### src/rtl/hilo_muldiv_if.sv
// Request/response bundle between decode and the HI/LO multiply/divide unit.
// master: decode side (issues start/op/operands/flush); slave: the unit.
interface hilo_muldiv_if #(
    parameter int unsigned WIDTH = 32
);
    logic             start;
    logic [2:0]       op;
    logic [WIDTH-1:0] rs_val;
    logic [WIDTH-1:0] rt_val;
    logic             flush;
    logic             busy;
    logic             done;
    logic [WIDTH-1:0] hi;
    logic [WIDTH-1:0] lo;

    modport master (
        output start, op, rs_val, rt_val, flush,
        input  busy, done, hi, lo
    );

    modport slave (
        input  start, op, rs_val, rt_val, flush,
        output busy, done, hi, lo
    );
endinterface

### src/rtl/hilo_muldiv_unit.sv
// Iterative multiply/divide engine owning the architectural HI/LO registers.
// One shift-add (multiply) or restoring shift-subtract (divide) step per cycle,
// WIDTH steps, then one sign-fixup cycle that writes HI/LO.
// Build option: define MULDIV_DIVIDE_EN to include the divider datapath; without
// it DIV/DIVU are accepted as single-cycle no-ops that only pulse done.
module hilo_muldiv_unit #(
    parameter int unsigned WIDTH = 32
) (
    input logic           clk,
    input logic           rst_n,
    hilo_muldiv_if.slave  bus
);
    localparam int unsigned CNT_W = (WIDTH > 1) ? $clog2(WIDTH) : 1;

    typedef enum logic [1:0] {
        IDLE = 2'd0,
        CALC = 2'd1,
        FIX  = 2'd2
    } state_t;

    state_t           state, state_next;
    logic [CNT_W-1:0] count;
    logic [WIDTH-1:0] hi_q, lo_q;
    logic             done_q;

    // Private working registers; HI/LO are only written when leaving FIX.
    logic [WIDTH-1:0] acc_hi;   // partial product high half / partial remainder
    logic [WIDTH-1:0] acc_lo;   // multiplier bits / dividend bits -> quotient
    logic [WIDTH-1:0] opnd;     // multiplicand / divisor magnitude
    logic             neg_res;  // negate product, or negate quotient
`ifdef MULDIV_DIVIDE_EN
    logic             is_div;
    logic             neg_rem;
    logic             div_zero;
`endif

    logic             accept, start_calc, last;
    logic             op_mul, op_div, op_mthi, op_mtlo, op_signed;
    logic             sign_a, sign_b;
    logic [WIDTH-1:0] mag_a, mag_b;

    assign op_mul    = (bus.op[2:1] == 2'b00);
    assign op_div    = (bus.op[2:1] == 2'b01);
    assign op_mthi   = (bus.op == 3'b100);
    assign op_mtlo   = (bus.op == 3'b101);
    assign op_signed = ~bus.op[0];
    assign sign_a    = op_signed & bus.rs_val[WIDTH-1];
    assign sign_b    = op_signed & bus.rt_val[WIDTH-1];
    assign mag_a     = sign_a ? (~bus.rs_val + WIDTH'(1)) : bus.rs_val;
    assign mag_b     = sign_b ? (~bus.rt_val + WIDTH'(1)) : bus.rt_val;

    assign accept = (state == IDLE) && bus.start && !bus.flush;
`ifdef MULDIV_DIVIDE_EN
    assign start_calc = accept && (op_mul || op_div);
`else
    assign start_calc = accept && op_mul;
`endif
    assign last = (count == CNT_W'(WIDTH - 1));

    // State register
    always_ff @(posedge clk or negedge rst_n) begin
        if (!rst_n) state <= IDLE;
        else        state <= state_next;
    end

    // Next-state logic; flush overrides every transition
    always_comb begin
        state_next = state;
        case (state)
            IDLE:    if (start_calc) state_next = CALC;
            CALC:    if (last)       state_next = FIX;
            FIX:                     state_next = IDLE;
            default:                 state_next = IDLE;
        endcase
        if (bus.flush) state_next = IDLE;
    end

    logic [WIDTH:0]   mul_sum;
    logic [WIDTH-1:0] step_hi, step_lo;
`ifdef MULDIV_DIVIDE_EN
    logic [WIDTH:0]   div_shift, div_diff;
`endif

    // One iteration step of the shared accumulator pair
    always_comb begin
        mul_sum = {1'b0, acc_hi} + {1'b0, opnd & {WIDTH{acc_lo[0]}}};
        step_hi = mul_sum[WIDTH:1];
        step_lo = {mul_sum[0], acc_lo[WIDTH-1:1]};
`ifdef MULDIV_DIVIDE_EN
        div_shift = {acc_hi, acc_lo[WIDTH-1]};
        div_diff  = div_shift - {1'b0, opnd};
        if (is_div) begin
            if (!div_diff[WIDTH]) begin
                step_hi = div_diff[WIDTH-1:0];
                step_lo = {acc_lo[WIDTH-2:0], 1'b1};
            end else begin
                step_hi = div_shift[WIDTH-1:0];
                step_lo = {acc_lo[WIDTH-2:0], 1'b0};
            end
        end
`endif
    end

    logic [2*WIDTH-1:0] prod, prod_fix;
    logic [WIDTH-1:0]   fix_hi, fix_lo;

    // Sign correction applied in FIX
    always_comb begin
        prod     = {acc_hi, acc_lo};
        prod_fix = neg_res ? (~prod + (2*WIDTH)'(1)) : prod;
        fix_hi   = prod_fix[2*WIDTH-1:WIDTH];
        fix_lo   = prod_fix[WIDTH-1:0];
`ifdef MULDIV_DIVIDE_EN
        // Divide by zero: the restoring loop with a zero divisor shifts the whole
        // dividend magnitude into the remainder, so re-signing it yields rs_val;
        // only the quotient needs overriding.
        if (is_div) begin
            fix_hi = neg_rem ? (~acc_hi + WIDTH'(1)) : acc_hi;
            if (div_zero)     fix_lo = '1;
            else if (neg_res) fix_lo = ~acc_lo + WIDTH'(1);
            else              fix_lo = acc_lo;
        end
`endif
    end

    // Datapath: operand latch, iteration, HI/LO writeback and done pulse
    always_ff @(posedge clk or negedge rst_n) begin
        if (!rst_n) begin
            hi_q    <= '0;
            lo_q    <= '0;
            done_q  <= 1'b0;
            count   <= '0;
            acc_hi  <= '0;
            acc_lo  <= '0;
            opnd    <= '0;
            neg_res <= 1'b0;
`ifdef MULDIV_DIVIDE_EN
            is_div   <= 1'b0;
            neg_rem  <= 1'b0;
            div_zero <= 1'b0;
`endif
        end else begin
            done_q <= 1'b0;
            if (accept) begin
                if (op_mthi) hi_q <= bus.rs_val;
                if (op_mtlo) lo_q <= bus.rs_val;
`ifndef MULDIV_DIVIDE_EN
                if (op_div) done_q <= 1'b1;
`endif
                if (start_calc) begin
                    count   <= '0;
                    acc_hi  <= '0;
                    neg_res <= sign_a ^ sign_b;
`ifdef MULDIV_DIVIDE_EN
                    is_div   <= op_div;
                    neg_rem  <= sign_a;
                    div_zero <= (bus.rt_val == '0);
                    if (op_div) begin
                        acc_lo <= mag_a;
                        opnd   <= mag_b;
                    end else begin
                        acc_lo <= mag_b;
                        opnd   <= mag_a;
                    end
`else
                    acc_lo <= mag_b;
                    opnd   <= mag_a;
`endif
                end
            end else if (state == CALC && !bus.flush) begin
                acc_hi <= step_hi;
                acc_lo <= step_lo;
                count  <= count + 1'b1;
            end else if (state == FIX && !bus.flush) begin
                hi_q   <= fix_hi;
                lo_q   <= fix_lo;
                done_q <= 1'b1;
            end
        end
    end

    assign bus.busy = (state != IDLE);
    assign bus.done = done_q;
    assign bus.hi   = hi_q;
    assign bus.lo   = lo_q;
endmodule

### src/flat_wrapper.sv
// flat-port wrapper written by rule: the top's interface ports become plain ports
module hilo_muldiv_unit_flat 
#(
    parameter int unsigned WIDTH = 32
)
  (clk, rst_n, bus_start, bus_op, bus_rs_val, bus_rt_val, bus_flush, bus_busy, bus_done, bus_hi, bus_lo);
  hilo_muldiv_if #(.WIDTH(WIDTH)) bus_i ();
  input logic clk;
  input logic rst_n;
  input wire logic [$bits(bus_i.start)-1:0] bus_start;
  input wire logic [$bits(bus_i.op)-1:0] bus_op;
  input wire logic [$bits(bus_i.rs_val)-1:0] bus_rs_val;
  input wire logic [$bits(bus_i.rt_val)-1:0] bus_rt_val;
  input wire logic [$bits(bus_i.flush)-1:0] bus_flush;
  output wire logic [$bits(bus_i.busy)-1:0] bus_busy;
  output wire logic [$bits(bus_i.done)-1:0] bus_done;
  output wire logic [$bits(bus_i.hi)-1:0] bus_hi;
  output wire logic [$bits(bus_i.lo)-1:0] bus_lo;
  assign bus_i.start = bus_start;
  assign bus_i.op = bus_op;
  assign bus_i.rs_val = bus_rs_val;
  assign bus_i.rt_val = bus_rt_val;
  assign bus_i.flush = bus_flush;
  assign bus_busy = bus_i.busy;
  assign bus_done = bus_i.done;
  assign bus_hi = bus_i.hi;
  assign bus_lo = bus_i.lo;
  hilo_muldiv_unit #(.WIDTH(WIDTH)) u_core (.clk(clk), .rst_n(rst_n), .bus(bus_i));
endmodule
### config.mk
export PLATFORM = sky130hd
export DESIGN_NAME = hilo_muldiv_unit_flat
export DESIGN_NICKNAME = d
export VERILOG_FILES = /design/src/rtl/hilo_muldiv_if.sv /design/src/rtl/hilo_muldiv_unit.sv /design/src/flat_wrapper.sv
export SDC_FILE = /design/constraint.sdc
export NUM_CORES = 1
export LEC_CHECK = 0
export CAP_MARGIN = 20
export CORE_MARGIN = 8
export CORE_UTILIZATION = 40
export DETAILED_ROUTE_END_ITERATION = 6
export PLACE_DENSITY = 0.57
export SKIP_LAST_GASP = 1
export SLEW_MARGIN = 20
export SYNTH_ARGS = -nofsm -noshare
export SYNTH_HDL_FRONTEND = slang
export SYNTH_SLANG_ARGS = --single-unit
export TNS_END_PERCENT = 5
### constraint.sdc
create_clock -name clk -period 7.9 [get_ports clk]
set_clock_uncertainty 0.05 [all_clocks]
set_input_delay 1.58 -clock clk [delete_from_list [all_inputs] [get_ports clk]]
set_output_delay 1.58 -clock clk [all_outputs]
set_load 0.1 [all_outputs]
==> impl_metrics.py, run 1 <==
metrics = {
    "outcome": {
        "status": "finished clean",
    },
    "floorplanning": {
        "core_sq_um": 29400,
        "fp.dieArea_sq_um": 35400,
        "num_rows": 63,
        "die_width_um": 188,
        "start_util_pct": 40.3,
        "dieHeight_um": 188,
        "io_pins": 137,
    },
    "placed_design": {
        "dp_hpwl_um": 29500,
        "io_buffers": 136,
        "gp_congestion": 0.879,
        "place_area_sq_um": 13500,
    },
    "timing": {
        "relSlewSlack_pct": 29.9,
        "fin_crit_sh_pct": 52.9,
        "fin_crit_ns": 4.18,
        "grt_setup_unrepaired": "no",
        "hold_violations": 0,
        "setup_viol_count_final": 0,
        "worst_pin_slew_ns": 1.05,
        "slew_violations": 0,
        "max_freq_mhz": 239,
        "fin_tns_setup_ns": 0,
    },
    "drt": {
        "vias": 11300,
        "drc_errors": 0,
        "dr.pass1.iters": 6,
        "wl_per_cell_um": 21.2,
        "routed_wl_um": 40100,
        "avgViaCountPerCell": 6.01,
        "drt_iter0_drc": 1098,
        "antenna_left": 0,
    },
    "synth": {
        "synth_top_area_share_pct": 35.7,
        "synth_ff_type": "dfrtp_1",
        "synthCells": 1403,
        "synth-compound-area-share_pct": 24.2,
        "seq_area_frac_synth_pct": 35.7,
        "yosysMostFrequentCell": "dfrtp_1",
        "ys_top_cells_by_count": "dfrtp_1 (169), nand2_1 (151), o21ai_0 (136)",
        "synth_xor_area_share_pct": 9.90,
        "ys_warn_count": 0,
        "synth_top_family_by_area": "compound AO/OA/AOI/OAI gates",
        "syn-cell-area_sq_um": 11900,
        "synth_top_area_cell": "dfrtp_1",
        "synth-edff-count": 0,
        "synth-adder-area-share_pct": 4.07,
        "post_synth_and_or_nand_nor_area_fraction_pct": 21.6,
        "synth.area.mux_share_pct": 1.01,
        "postSynthAreaPerCell_sq_um": 8.45,
        "syn_nets": 1512,
        "yosysUniqueCellTypes": 73,
        "synth-seq-cells": 169,
        "async_flop_share_pct": 100,
        "yosys-top-cells-area": "dfrtp_1 (36%), xor2_1 (6.0%), o21ai_0 (5.7%), nand2_1 (4.8%), nor2_1 (4.2%)",
    },
    "clocking": {
        "cts_resized": 0,
        "cts_tree": "built",
        "post_cts_buffers": 0,
        "numCtsBuffers": 17,
        "clk_latency_ns": 0.44,
        "cts_root_buf": "clkbuf_16",
        "clock_sinks": 169,
        "clk_pin_slew_worst_paths_ns": 0.07,
        "ctsLongestPathBuffers": 2,
        "cts_htree_levels": 4,
        "cts_hold_buf": 0,
    },
    "critical_path": {
        "crit_fanout": 14,
        "path_class": "flip-flop to output pin",
        "start_kind": "flip-flop",
        "crit_arrival_ns": 2.55,
        "required_ns": 6.27,
        "regToRegStartpoint": "u_core.acc_lo[0]",
        "crit_path_end_kind": "output pin",
        "r2r-end": "u_core.acc_hi[28]",
        "ff2ff_path_depth": 9,
        "reg2reg_slack_ns": 4.50,
    },
    "hold_path": {
        "hold_end": "u_core.opnd[16]",
        "hold_depth": 2,
        "hp-class": "flip-flop to flip-flop",
        "min_from": "u_core.opnd[16]",
    },
    "layout": {
        "nets": 1593,
        "drive_gt1_share_pct": 5.61,
        "fill_cells": 2839,
        "antenna_cells": 0,
        "final_area_sq_um": 14200,
        "area_growth_pct": 19.7,
    },
    "flow_run": {
        "max_cap_violations": 0,
    },
    "global_routing": {
        "grt_start_max_net_pins": 94,
        "grt_pass1_wl_um": 62800,
        "grt-ovfl-total": 0,
        "antenna_found_initial": 0,
        "grt_usage_pct": 22.3,
        "grt_pass1_vias": 10600,
    },
    "pwr": {
        "static-leakage-power_nw": 5.95,
        "power_density_nw_per_um2": 308,
        "peakVddDrop_v": 0.000183,
    },
}
[state kept, by name, summed over array words and instances, names as in the netlist]
signal and flops:
u_core.neg_res 1, u_core.acc_hi 32, u_core.opnd 32, u_core.bus.hi 32, u_core.state 2, u_core.bus.lo 32, u_core.acc_lo 32, u_core.bus.done 1
u_core.count 5
[cells by family after synthesis]
logic type,after synthesis
compound gates,437
xor+xnor,134
fa+ha+maj,38
buf+inv,112
flops,169
mux,12
simple gates,501
[how the worst max path moves through the flow]
stage,from,to,slack (ns),cells past startpoint
final,u_core.state[0],bus_busy,3.72,2
after global routing,u_core.state[0],bus_busy,3.67,2
after global placement,bus_rs_val[1],u_core.opnd[22],3.55,8
after CTS,u_core.state[0],bus_busy,3.73,2
after floorplan,bus_rt_val[0],u_core.acc_lo[14],4.49,8
after detailed placement,bus_flush,u_core.bus.hi[21],3.45,6
[per-stage QoR]
step / utilization (%) / std cells / setup slack (ns) / total power, W / hold slack (ns)
floorplan: - / 1403 / 4.49 / 0.00282 / 0.392
global placement: 45.9 / 1854 / 3.55 / 0.00339 / 0.411
detailed placement: 46.0 / 1855 / 3.45 / 0.00341 / 0.418
CTS: 48.3 / 1887 / 3.73 / 0.00438 / 0.430
global route: 48.3 / 1887 / 3.67 / 0.00460 / 0.455
finish: 48.3 / 1887 / 3.72 / 0.00436 / 0.425
[metal layers]
| layer | vias up | routed length (um) | global-route usage (%) |
|---|---|---|---|
| met5 | - | 0 | 0 |
| met4 | 0 | 562 | 4.55 |
| met3 | 44 | 2930 | 4.03 |
| met2 | 460 | 17600 | 33.7 |
| met1 | 5535 | 19000 | 32.6 |
| li1 | 5307 | - | - |
[cells in the final DEF (no fill, tap or decap), types with 9 or more instances in the layout]
cell	Yosys	routed
inv_1	23	23
and2_1	36	35
nand2_1	151	151
o21ai_0	136	136
nand4_1	13	13
xnor2_1	53	53
o211ai_1	9	9
clkdlybuf4s50_1	0	135
or3_1	19	18
mux2i_1	12	12
a22oi_1	14	14
ha_1	37	37
nor2_1	132	132
nand3_1	26	26
o22ai_1	13	13
dfrtp_1	169	168
a21oi_1	81	81
clkbuf_16	0	17
a21o_1	11	11
a221oi_1	25	25
buf_4	0	14
and3_1	12	12
a31oi_1	20	19
xor2_1	81	81
nand2b_1	9	9
o31ai_1	43	43
nor3_1	34	34
nor4_1	9	9
or4_1	16	16
o41ai_1	12	12
[cell type report]
class	instances	area (sq um)	area share [%]
tap	390	488	3.44
sequential	169	4230	29.8
clock inverter	14	229	1.61
clock buffer	18	429	3.02
multi-input combinational	1122	7230	51.0
inverter	23	86.3	0.608
timing repair buffer	151	1500	10.5
[worst max-delay path, cell delays in order (launching register included)]
cell             delay [ns]
dfrtp_1                0.76
or2_2                  0.22
clkdlybuf4s50_1        1.13
[report_power, final]
part           internal [W]  switching [W]
clock network      0.000571       0.000388
logic              0.000631        0.00143
registers           0.00108       0.000270
Power figures use the tool's default switching activity.
==> run 2: changes to the inputs <==
Clock period 7.9 ns to 4.3 ns, I/O delays scaled along.
==> impl_metrics.py, run 2 (synthesized netlist as in run 1, its figures left out) <==
metrics = {
    "placed_design": {
        "dp_hpwl_um": 30900,
        "dp.cells": 1867,
        "gp_congestion": 0.895,
        "io_buffers": 136,
    },
    "floorplanning": {
        "dieHeight_um": 188,
        "io_pins": 137,
        "fp.dieArea_sq_um": 35400,
        "start_util_pct": 40.3,
        "core_sq_um": 29400,
        "die_width_um": 188,
        "num_rows": 63,
    },
    "hold_path": {
        "min_from": "u_core.opnd[14]",
        "hp-class": "flip-flop to flip-flop",
    },
    "critical_path": {
        "regToRegStartpoint": "u_core.acc_lo[0]",
        "start_kind": "flip-flop",
        "crit_fanout": 20,
        "max_stage_delay_ns": 0.76,
        "crit_start": "u_core.acc_lo[0]",
        "critPathSlowestCell": "dfrtp_1",
        "crit_arrival_ns": 3.70,
        "crit_path_end_kind": "flip-flop",
        "crit_top_cell": "a21oi_1",
        "path_cells": "and2_1, ha_1, a21oi_1, a21oi_1, or4b_1, o211ai_1, nor3_1, or3_1",
        "required_ns": 4.58,
        "path_class": "flip-flop to flip-flop",
    },
    "clocking": {
        "cts_hold_buf": 0,
        "cts_root_buf": "clkbuf_16",
        "clock_sinks": 169,
        "cts_tree": "built",
        "cts_htree_levels": 4,
        "cts_resized": 0,
        "numCtsBuffers": 17,
        "clk_latency_ns": 0.45,
        "ctsLongestPathBuffers": 2,
        "clk_pin_slew_worst_paths_ns": 0.08,
        "post_cts_buffers": 0,
    },
    "drt": {
        "drt_iter0_drc": 1042,
        "antenna_left": 0,
        "wl_per_cell_um": 21.9,
        "vias": 11300,
        "routed_wl_um": 41600,
        "drc_errors": 1,
        "avgViaCountPerCell": 5.95,
        "dr.pass1.iters": 7,
    },
    "timing": {
        "grt_setup_unrepaired": "no",
        "slew_violations": 0,
        "max_freq_mhz": 292,
        "worst_hold_slack_ns": 0.430,
        "setup_viol_count_final": 0,
        "worst_pin_slew_ns": 1.07,
        "relSlewSlack_pct": 28.4,
        "fin_crit_ns": 3.42,
        "hold_violations": 0,
        "fin_tns_setup_ns": 0,
        "fin_crit_sh_pct": 79.6,
    },
    "pwr": {
        "peakVddDrop_v": 0.000347,
        "total_power_w": 0.00787,
        "power_density_nw_per_um2": 552,
        "static-leakage-power_nw": 5.99,
    },
    "layout": {
        "mostFrequentLayoutCell": "dfrtp_1",
        "regArea_sq_um": 4230,
        "drive_gt1_share_pct": 6.42,
        "area_growth_pct": 20.2,
        "antenna_cells": 0,
        "layout_common_cells": "dfrtp_1 (168), nand2_1 (151), o21ai_0 (136), clkdlybuf4s50_1 (135), nor2_1 (132)",
        "nets": 1606,
        "final_cell_count_no_fill": 1900,
        "multi_input_area_sq_um": 7230,
        "fill_cells": 2827,
    },
    "outcome": {
        "status": "finished with violations",
        "violations": "DRC",
    },
    "flow_run": {
        "max_cap_violations": 0,
    },
    "global_routing": {
        "grt_usage_pct": 23.3,
        "grt-ovfl-total": 0,
        "antenna_found_initial": 2,
        "grt_start_max_net_pins": 99,
        "grt_pass1_wl_um": 65300,
        "grt_pass1_vias": 11000,
    },
}
run 2: changes by cell type in the layout (fill, tap and decap cells not counted):
cell	change
and2_1	+1
and2_2	-1
buf_12	+2
buf_4	+11
bufinv_16	-5
clkbuf_1	-1
clkbuf_8	+1
clkinv_4	+2
clkinv_8	+3
inv_6	-3
inv_8	+3
run 2: power breakdown:
part           total [W]  switching [W]  internal (W)  leakage [nW]
sequential       0.00252       0.000541       0.00198          2.14
combinational    0.00378        0.00261       0.00117          3.57
clock            0.00157       0.000779      0.000794         0.290
total            0.00787        0.00393       0.00394          5.99
run 2: final cells by class:
| class | count | area share, % |
|---|---|---|
| clock buffers | 18 | 3.08 |
| clock inverters | 14 | 1.07 |
| inverters | 23 | 0.606 |
| multi-input cells | 1122 | 50.8 |
| flip-flops and latches | 169 | 29.7 |
| well taps | 390 | 3.43 |
| repair buffers | 164 | 11.4 |
run 2: path summary, 6_finish.rpt:
kind	end	slack, ns	cells after the start
setup / recovery	u_core.acc_hi[23]	0.88	8
min in group asynchronous	u_core.opnd[7]	0.49	1
max in group asynchronous	u_core.acc_hi[22]	2.87	2
hold / removal	u_core.opnd[14]	0.43	2
hold reg to reg	u_core.opnd[14]	0.43	2
setup reg to reg	u_core.acc_hi[23]	0.88	8
run 2: layer usage:
layer  share of wire [%]  track usage (%)  routed length (um)
met1                  47             32.7               19500
met3                 5.9             4.48                2460
met5               0.031                0                  13
met4                 2.2             6.70                 918
met2                  45             35.8               18700
run 2: per-stage QoR:
stage                     util [%]  cell area, sq um  setup WS, ns
final                         48.4             14200         0.877
after global routing          48.4             14200         0.704
after CTS                     48.4             14200         0.911
after detailed placement      46.3             13600         0.687
after global placement        46.3             13600         0.743
after floorplan                  -             11900          1.31
run 2: worst max-delay path: cells and delay by family, from the launching register on:
kind / cells / cell delay, ns
adder cells (fa/ha/maj): 1 / 0.32
AND/OR/NAND/NOR: 4 / 1.20
flip-flops: 1 / 0.76
AO/OA/AOI/OAI: 3 / 0.96
==> run 3: changes to the inputs <==
Settings changed: PLACE_DENSITY 0.57 to 0.6.
Clock period 4.3 ns to 2.8 ns, I/O delays scaled along.
==> impl_metrics.py, run 3 (synthesized netlist as in run 1, its figures left out) <==
metrics = {
    "drt": {
        "antenna_left": 0,
        "avgViaCountPerCell": 5.83,
        "drt_iter0_drc": 1283,
        "drc_errors": 0,
        "vias": 12400,
        "dr.pass1.iters": 6,
        "routed_wl_um": 44500,
        "wl_per_cell_um": 21.0,
    },
    "critical_path": {
        "crit_fanout": 7,
        "crit_start": "u_core.acc_lo[0]",
        "crit_arrival_ns": 3.15,
        "max_stage_delay_ns": 0.50,
        "ff2ff_path_depth": 10,
        "path_cells": "and2_4, ha_4, fa_2, a21o_1, a311o_1, and2_4, buf_4, o21ai_0, xor2_1, o21ai_0",
        "reg2reg_slack_ns": -0.09,
        "required_ns": 3.06,
        "crit_end": "u_core.acc_hi[15]",
        "crit_path_end_kind": "flip-flop",
        "start_kind": "flip-flop",
        "regToRegStartpoint": "u_core.acc_lo[0]",
        "path_class": "flip-flop to flip-flop",
        "r2r-end": "u_core.acc_hi[15]",
        "critPathSlowestCell": "dfrtp_2",
    },
    "clocking": {
        "cts_htree_levels": 4,
        "clk_latency_ns": 0.44,
        "ctsLongestPathBuffers": 2,
        "cts_root_buf": "clkbuf_16",
        "clock_sinks": 169,
        "cts_tree": "built",
        "clk_pin_slew_worst_paths_ns": 0.07,
        "cts_hold_buf": 0,
        "numCtsBuffers": 17,
    },
    "floorplanning": {
        "start_util_pct": 40.3,
        "io_pins": 137,
        "num_rows": 63,
        "die_width_um": 188,
        "fp.dieArea_sq_um": 35400,
        "dieHeight_um": 188,
        "core_sq_um": 29400,
    },
    "layout": {
        "final_area_sq_um": 16300,
        "drive_gt1_share_pct": 25.2,
        "antenna_cells": 0,
        "layout_common_cells": "buf_4 (304), dfrtp_1 (167), nand2_1 (149), nor2_1 (132), o21ai_0 (132)",
        "area_growth_pct": 37.1,
        "nets": 1831,
        "final_cell_count_no_fill": 2125,
        "multi_input_area_sq_um": 7600,
        "mostFrequentLayoutCell": "buf_4",
        "fill_cells": 2696,
        "final_util_pct": 55.3,
        "regArea_sq_um": 4230,
    },
    "pwr": {
        "static-leakage-power_nw": 7.24,
        "power_density_nw_per_um2": 793,
        "peakVddDrop_v": 0.000470,
        "total_power_w": 0.0129,
    },
    "global_routing": {
        "grt-ovfl-total": 0,
        "grt_usage_pct": 24.7,
        "grt_start_max_net_pins": 58,
        "grt_pass1_wl_um": 69800,
        "antenna_found_initial": 1,
        "grt_pass1_vias": 12300,
    },
    "placed_design": {
        "io_buffers": 136,
        "dp_hpwl_um": 34100,
        "place_area_sq_um": 15300,
        "gp_congestion": 0.945,
        "dp.cells": 2086,
    },
    "flow_run": {
        "max_cap_violations": 0,
    },
    "timing": {
        "slew_violations": 0,
        "fin_crit_ns": 2.89,
        "grt_setup_unrepaired": "yes",
        "relSlewSlack_pct": 39.9,
        "setup_viol_count_final": 6,
        "hold_violations": 0,
        "fin_tns_setup_ns": -0.252,
        "worst_pin_slew_ns": 0.898,
        "max_freq_mhz": 346,
        "fin_crit_sh_pct": 103,
        "worst_slack_ns": -0.0863,
    },
    "outcome": {
        "status": "finished with violations",
        "violations": "setup timing",
    },
    "hold_path": {
        "hp-class": "input port to asynchronous set/reset pin",
    },
}
run 3: metal layers:
metal	up-vias	GRT usage, %	part of all wire, %
met3	80	4.27	6.8
met5	-	0	0
met1	6035	33.4	45
met4	0	7.33	2.8
met2	486	39.8	46
li1	5789	-	-
run 3: stage by stage:
step	worst slack [ns]	hold WS [ns]
2_1_floorplan	0.00429	0.214
3_3_place_gp	-0.213	0.413
3_5_place_dp	-0.226	0.418
4_1_cts	-0.0417	0.0743
5_1_grt	-0.138	0.0977
6_report	-0.0863	0.0623
run 3: cell type report:
| class | instances | area share, % |
|---|---|---|
| inverters | 23 | 0.531 |
| clock buffers | 18 | 2.64 |
| repair buffers | 389 | 20.1 |
| clock inverters | 14 | 0.931 |
| multi-input cells | 1122 | 46.7 |
| well taps | 390 | 3.00 |
| flip-flops and latches | 169 | 26.0 |
run 3: where the power goes:
| group | internal (W) | switching (W) | leakage, nW |
|---|---|---|---|
| registers | 0.00304 | 0.000713 | 2.14 |
| clock network | 0.00120 | 0.00119 | 0.283 |
| logic | 0.00234 | 0.00440 | 4.82 |
| total | 0.00658 | 0.00630 | 7.24 |
run 3: how the worst min path moves through the flow:
stage | start | endpoint | slack, ns | cells after the start
after floorplan | rst_n | u_core.acc_hi[0] | 0.21 | 0
after global placement | u_core.opnd[24] | u_core.opnd[24] | 0.41 | 2
after detailed placement | u_core.opnd[29] | u_core.opnd[29] | 0.42 | 2
after CTS | rst_n | u_core.acc_hi[8] | 0.07 | 1
after global routing | rst_n | u_core.acc_hi[8] | 0.1 | 1
final | rst_n | u_core.acc_hi[8] | 0.06 | 1
run 3: worst max-delay path: cells and delay by family (launching register included):
family	cells	cell delay [ns]
buf+inv	1	0.13
xor+xnor	1	0.18
fa+ha+maj	2	0.50
compound gates	4	0.99
flops	1	0.50
simple gates	2	0.39
run 3: timing repair:
item	CTS	global route
pin swaps	0	20
resized for setup	8	49
buffers inserted	0	6
hold endpoints to repair	0	0
endpoints found under the setup margin	8	17
gates cloned	0	1
